## config.mk

```make
export PLATFORM = sky130hd
export DESIGN_NAME = divider8
export DESIGN_NICKNAME = d
export VERILOG_FILES = /design/src/rtl/divider8.sv
export SDC_FILE = /design/constraint.sdc
export NUM_CORES = 1
export LEC_CHECK = 0
export BUFFER_PORTS_ARGS = -buffer_cell sky130_fd_sc_hd__buf_2
export CAP_MARGIN = 20
export CORE_UTILIZATION = 56
export DETAILED_ROUTE_END_ITERATION = 8
export MAX_ROUTING_LAYER = met4
export PLACE_DENSITY = 0.85
export SLEW_MARGIN = 20
export SYNTH_ARGS = -nofsm -noshare
export SYNTH_HDL_FRONTEND = slang
export SYNTH_SLANG_ARGS = --single-unit
```

## constraint.sdc

```tcl
create_clock -name clk -period 3.1 [get_ports clk]
set_input_delay 0.775 -clock clk [delete_from_list [all_inputs] [get_ports clk]]
set_output_delay 0.775 -clock clk [all_outputs]
set_load 0.01 [all_outputs]
```

## src/rtl/divider8.sv

```systemverilog
// divider8: multi-cycle unsigned 8-bit restoring divider reusing one subtractor8 per iteration.
// Divide-by-zero follows RISC-V DIVU/REMU: quotient all ones, remainder = dividend.

module subtractor8 (
  input  logic [7:0] a,
  input  logic [7:0] b,
  output logic [7:0] diff,
  output logic       borrowout,
  output logic       underflow
);
  assign {borrowout, diff} = {1'b0, a} - {1'b0, b};
  assign underflow = (a[7] ^ b[7]) & (diff[7] ^ a[7]);
endmodule

module divider8 (
  input  logic       clk,
  input  logic       rst,
  input  logic       start,
  input  logic [7:0] dividend,
  input  logic [7:0] divisor,
  output logic [7:0] quotient,
  output logic [7:0] remainder,
  output logic       busy,
  output logic       done,
  output logic       divzero
);
  typedef enum logic [1:0] {IDLE, RUN, DONE} state_t;
  state_t state, state_nxt;
  logic [7:0] r, q, d, rs, diff, r_nxt, q_nxt;
  logic [2:0] cnt;
  logic borrow, qbit, unused_underflow;
  assign rs = {r[6:0], q[7]};
  subtractor8 u_sub (
    .a(rs),
    .b(d),
    .diff(diff),
    .borrowout(borrow),
    .underflow(unused_underflow)
  );
  assign qbit = ~borrow;
  assign r_nxt = qbit ? diff : rs;
  assign q_nxt = {q[6:0], qbit};
  assign busy = state == RUN;
  assign done = state == DONE;
  always_ff @(posedge clk or posedge rst)
    if (rst) state <= IDLE;
    else state <= state_nxt;
  always_comb begin
    state_nxt = IDLE;
    if (state == IDLE) state_nxt = start ? (divisor == 8'd0 ? DONE : RUN) : IDLE;
    else if (state == RUN) state_nxt = cnt == 3'd7 ? DONE : RUN;
  end
  always_ff @(posedge clk or posedge rst)
    if (rst) begin
      r <= '0;
      q <= '0;
      d <= '0;
      cnt <= '0;
      quotient <= '0;
      remainder <= '0;
      divzero <= 1'b0;
    end else if (state == IDLE && start) begin
      if (divisor != 8'd0) begin
        q <= dividend;
        d <= divisor;
        r <= '0;
        cnt <= '0;
      end else begin
        quotient <= 8'hFF;
        remainder <= dividend;
        divzero <= 1'b1;
      end
    end else if (state == RUN) begin
      r <= r_nxt;
      q <= q_nxt;
      cnt <= cnt + 3'd1;
      // last iteration: publish the next-state values on the same edge
      if (cnt == 3'd7) begin
        quotient <= q_nxt;
        remainder <= r_nxt;
        divzero <= 1'b0;
      end
    end
endmodule

```

* Word level (Yosys, flattened, before mapping)
Index checks and enable logic that the tools add are counted.
** Word-level totals
- Flip-flop bits (word level) :: 45
- Input port bits :: 19
- Output and inout port bits :: 19
** Cells by class
- $add $sub $neg :: 2
- Equal/unequal tests :: 5
- Muxes and demuxes :: 27
- Bitwise logic cells :: 1
- Reductions and logical operators :: 9
** Operators by type and width (count)
- $mux W8 :: 12
- $mux W7 :: 3
- $mux W2 :: 5
- $mux W3 :: 3
- $sub A8 B8 Y9 :: 1
- $logic_not A8 Y1 :: 1
- $reduce_bool A8 Y1 :: 1
- $mux W1 :: 4
- $reduce_and A2 Y1 :: 2
- $reduce_bool A2 Y1 :: 2
- $add A3 B1 Y3 const B :: 1
- $eq A3 B3 Y1 const B :: 1
- $reduce_and A3 Y1 :: 1
- $eq A2 B1 Y1 const B :: 1
- $eq A2 B2 Y1 const B :: 1
- $logic_not A2 Y1 :: 1
- $ne A2 B1 Y1 const B :: 1
- $ne A2 B2 Y1 const B :: 1
- $logic_and A1 B1 Y1 :: 1
- $not A1 Y1 :: 1

* Logic depth before layout (Yosys ltp)
- Depth after elaboration :: 5
- Depth in mapped cells :: 9
- Mapped depth without buffers :: 9

* Hierarchy
A second synthesis with hierarchy kept.
** Unflattened totals
- Cell total of the unflattened synthesis :: 232
- Area total of the unflattened synthesis :: 2437.3 sq um
** Modules (own cells, without submodules)
- divider8 :: times used 1, cells each 176, area an instance 2044.5 sq um, sequential area each 1126.1 sq um
- subtractor8 :: times used 1, cells each 56, area an instance 392.9 sq um, sequential area each 0.0 sq um

* Least setup slack after synthesis
No wires, ideal clock.
- Path kind :: register to register
- From :: register q[7]
- To :: register r[2]
- Setup time :: 77 ps
- Data arrival time :: 2124 ps
- Data required time :: 3023 ps
- Slack :: 899 ps
- Cell stages (with the launch flop) :: 10
- Buffers on the path :: 0
- Clock period less this slack :: 2201 ps
- Cells stage by stage :: dfrtp_1 > inv_1 > ha_1 > inv_1 > fa_1 > a211o_1 > a21o_1 > a211oi_4 > a22oi_1 > a21oi_1
** Between the ends
- Longest elaborated chain between the ends :: 4
** RTL lines
- start: declaration :: RTL line 29 : logic [7:0] r, q, d, rs, diff, r_nxt, q_nxt;
- start signal: assignment :: RTL line 64 : q <= dividend;
- start signal: assignment :: RTL line 75 : q <= q_nxt;
- $sub A8 B8 Y9 :: RTL line 11 : assign {borrowout, diff} = {1'b0, a} - {1'b0, b};
- $mux W8 :: RTL line 41 : assign r_nxt = qbit ? diff : rs;
- $mux W7 :: RTL line 73 : end else if (state == RUN) begin
- $mux W7 :: RTL line 62 : end else if (state == IDLE && start) begin
- end signal: assignment :: RTL line 74 : r <= r_nxt;
- end: declaration :: RTL line 29
No other way between the ends. The select of a mux whose other input is x is not followed.
A chain may end at the register's enable or synchronous reset.

* Final worst setup path
Same ends and word-level chain as after synthesis.

==> run_results.csv <==
group,metric,value,unit
route,drt_iter0_drc,233,
clock_network,cts_setup_buffers,0,
clock_network,cts_made_buffers,5,
cells_and_area,final_nets,306,
clock_network,clk_latency,0.30,ns
grt,grt_usage,28.8,%
grt,grt_pass1_vias,1889,
critical_path,r2r_slack,0.54,ns
cells_and_area,final_layout_size_suffix_gt1_share,20.3,%
cells_and_area,fill_cells,310,
pwr,peakVddDrop,0.000650,V
critical_path,r2r_cells,9,
yosys,yosys_most_used_dff,"dfrtp_1",
route,viasPerCell,6.12,
critical_path,cpMostUsedCell,"inv_1",
timing,max_freq,0.390,GHz
timing,finalCritPeriodShare,82.6,%
yosys,synth_warnings,0,
yosys,synth-seq-area-share,48.9,%
pwr,powerDensity,1290,nW/µm²
route,antenna_left,0,
die,row_count,22,
die,die_y,66.2,µm
clock_network,cts_hold_buf,0,
die,die_x,66.2,µm
timing,fin_skew,0.00610,ns
yosys,syn_inst,237,
clock_network,cts.sinks,45,
pwr,p_leak,1.19,nW
grt,grt_pass1_wl,8940,µm
yosys,synth_cell_type_count,43,
critical_path,path_cells,"inv_1 -> ha_1 -> inv_1 -> fa_1 -> a211o_1 -> a21o_1 -> a211oi_4 -> a22oi_1 -> a21oi_1",
clock_network,clkTransAtPathRegs,0.08,ns
timing,slew_violations,0,
hold_path,min_path_type,"in -> async",
critical_path,cp.buffers_inverters,2,
timing,timing.slew.headroom,39.6,%
job,cap_violations,0,
critical_path,r2r_start,"q[7]",
placement,place_hpwl,3950,µm
die,start_util,60.7,%
die,core_area,3800,µm²
yosys,netlist_area,2300,µm²
route,dr.pass1.iters,5,
placement,io_buffer_count,37,
placement,dpl.cell_count,317,
yosys,syn_nets,267,
critical_path,crit_arrival,2.78,ns
run_status,status,"finished clean",
critical_path,cp.depth,9,
clock_network,clockBufferDepth,2,
cells_and_area,final_cells,324,
grt,grt_overflow,0,
clock_network,cts.repair.resized,0,
die,die-area,4380,µm²
timing,worst_pin_slew,0.906,ns
timing,min_period,2.56,ns
critical_path,cp-end-kind,"flop",
yosys,avgSynthCellArea,9.72,µm²
die,boundaryPins,38,
yosys,ys_async_sr_fraction,100,%
yosys,synth-edff-count,0,
cells_and_area,diodes,0,
critical_path,reg2reg_to,"r[2]",
route,vias,1984,
clock_network,cts_root_buffer,"clkbuf_8",
timing,hold_viol,0,
grt,grt_max_degree,28,
critical_path,setup.worst_path.class,"reg -> reg",
critical_path,cpLargestDelayFamily,"compound AO/OA/AOI/OAI gates",
clock_network,cts_tree,"done",
timing,setup_tns,0,ns
critical_path,slowest_stage,"a211oi_4",
critical_path,worst-path-max-fanout,8,
route,drc,0,
critical_path,startpoint_type,"flop",
critical_path,critPathMaxStageDelay,0.44,ns
cells_and_area,areaGrowthSynthToFinish,12.9,%
route,drt-total-wl,5430,µm
timing,setup_viol,0,
clock_network,htree_levels,2,
grt,antenna_found_initial,0,
route,wl_per_cell,16.7,µm
yosys,synth_seq_cells,45,
placement,gp_congestion,0.922,
critical_path,crit_required,3.32,ns
timing,grt_setup_unrepaired,"no",
-- kinds of logic (layout without fill, tap and decap cells) --
logic type	Yosys count	after routing	synth area share (%)
adders and majority gates	11	11	6.30
muxes	1	1	0.489
AOI/OAI and AO/OA	84	84	24.5
xor gates and xnor gates	3	3	1.14
DFF	45	45	48.9
buffers and inverters	19	58	4.45
and+or+nand+nor	74	74	14.2
-- Yosys cell counts, types with 2 or more instances --
cell type  instances  share of area, %
a41oi_1            2              0.76
inv_1             11               1.8
a21oi_1           11               2.4
o21bai_1           2              0.65
nand2b_1           3              0.81
xnor2_1            2              0.76
a21oi_2            2              0.76
nor2_1            28               4.6
clkbuf_1           3              0.49
ha_1              10               5.4
o21ai_0           24               5.2
nand2_1           32               5.2
nor2b_1            2              0.54
a21o_2             2              0.76
a21o_1             3              0.98
o22a_1             7               2.7
a31oi_1           14               3.8
dfrtp_1           45                49
buf_6              4               2.0
a211oi_1           2              0.65
a22o_1             2              0.76
a22oi_1            5               1.6
-- metrics by stage --
stage / cell area (µm²) / hold WS [ns] / worst slack [ns] / utilization, % / power [mW]
2_1_floorplan: 2300 / 0.464 / 0.899 / - / 2.47
3_3_place_gp: 2510 / 0.468 / 0.638 / 66.1 / 2.86
3_5_place_dp: 2510 / 0.473 / 0.581 / 66.1 / 2.94
4_1_cts: 2600 / 0.491 / 0.591 / 68.5 / 3.33
5_1_grt: 2600 / 0.502 / 0.422 / 68.5 / 3.61
6_report: 2600 / 0.478 / 0.538 / 68.5 / 3.36
-- state kept, by name, indices dropped and copies added (netlist names) --
name and flops:
d 8, remainder 8, cnt 3, quotient 8, state 2, r 7, q 8, divzero 1
-- layout make-up --
type / count / area (µm²) / share of cell area (%)
inverter: 11 / 41.3 / 1.59
clock inverter: 1 / 7.51 / 0.289
clock buffer: 6 / 82.6 / 3.17
multi-input combinational: 173 / 1080 / 41.4
tap: 48 / 60.1 / 2.31
sequential: 45 / 1130 / 43.3
timing repair buffer: 40 / 208 / 7.98
-- how the worst max path moves through the flow --
stage | endpoint | slack, ns | startpoint
2_1_floorplan | r[2] | 0.90 | q[7]
3_3_place_gp | q[2] | 0.64 | divisor[2]
3_5_place_dp | r[2] | 0.58 | divisor[2]
4_1_cts | r[4] | 0.59 | q[7]
5_1_grt | r[4] | 0.42 | q[7]
6_report | r[2] | 0.54 | q[7]
-- power breakdown --
group	switching, mW	internal, mW
Combinational	1.14	0.766
Sequential	0.201	0.886
Clock	0.193	0.176
-- per-layer routing --
metal	part of all wire, %	global-route usage, %
met3	7.5	4.48
met1	42	36.7
met2	49	45.9
met4	1.8	12.2
met5	0	-
-- cell usage in the layout, fill, tap and decap left out, types with 2 or more instances in the layout --
cell type,synthesis,layout
a21o_2,2,2
nor2_1,28,28
xnor2_1,2,2
a21oi_2,2,2
nor2b_1,2,2
inv_1,11,10
a31oi_1,14,14
a21o_1,3,3
o22a_1,7,7
a22oi_1,5,5
buf_2,1,37
dfrtp_1,45,45
a211oi_1,2,2
a21oi_1,11,11
o21bai_1,2,2
nand2_1,32,32
clkbuf_8,0,6
a41oi_1,2,2
nand2b_1,3,3
a22o_1,2,2
buf_4,0,3
ha_1,10,10
o21ai_0,24,24
No activity file was read; power rests on OpenSTA's default activity.
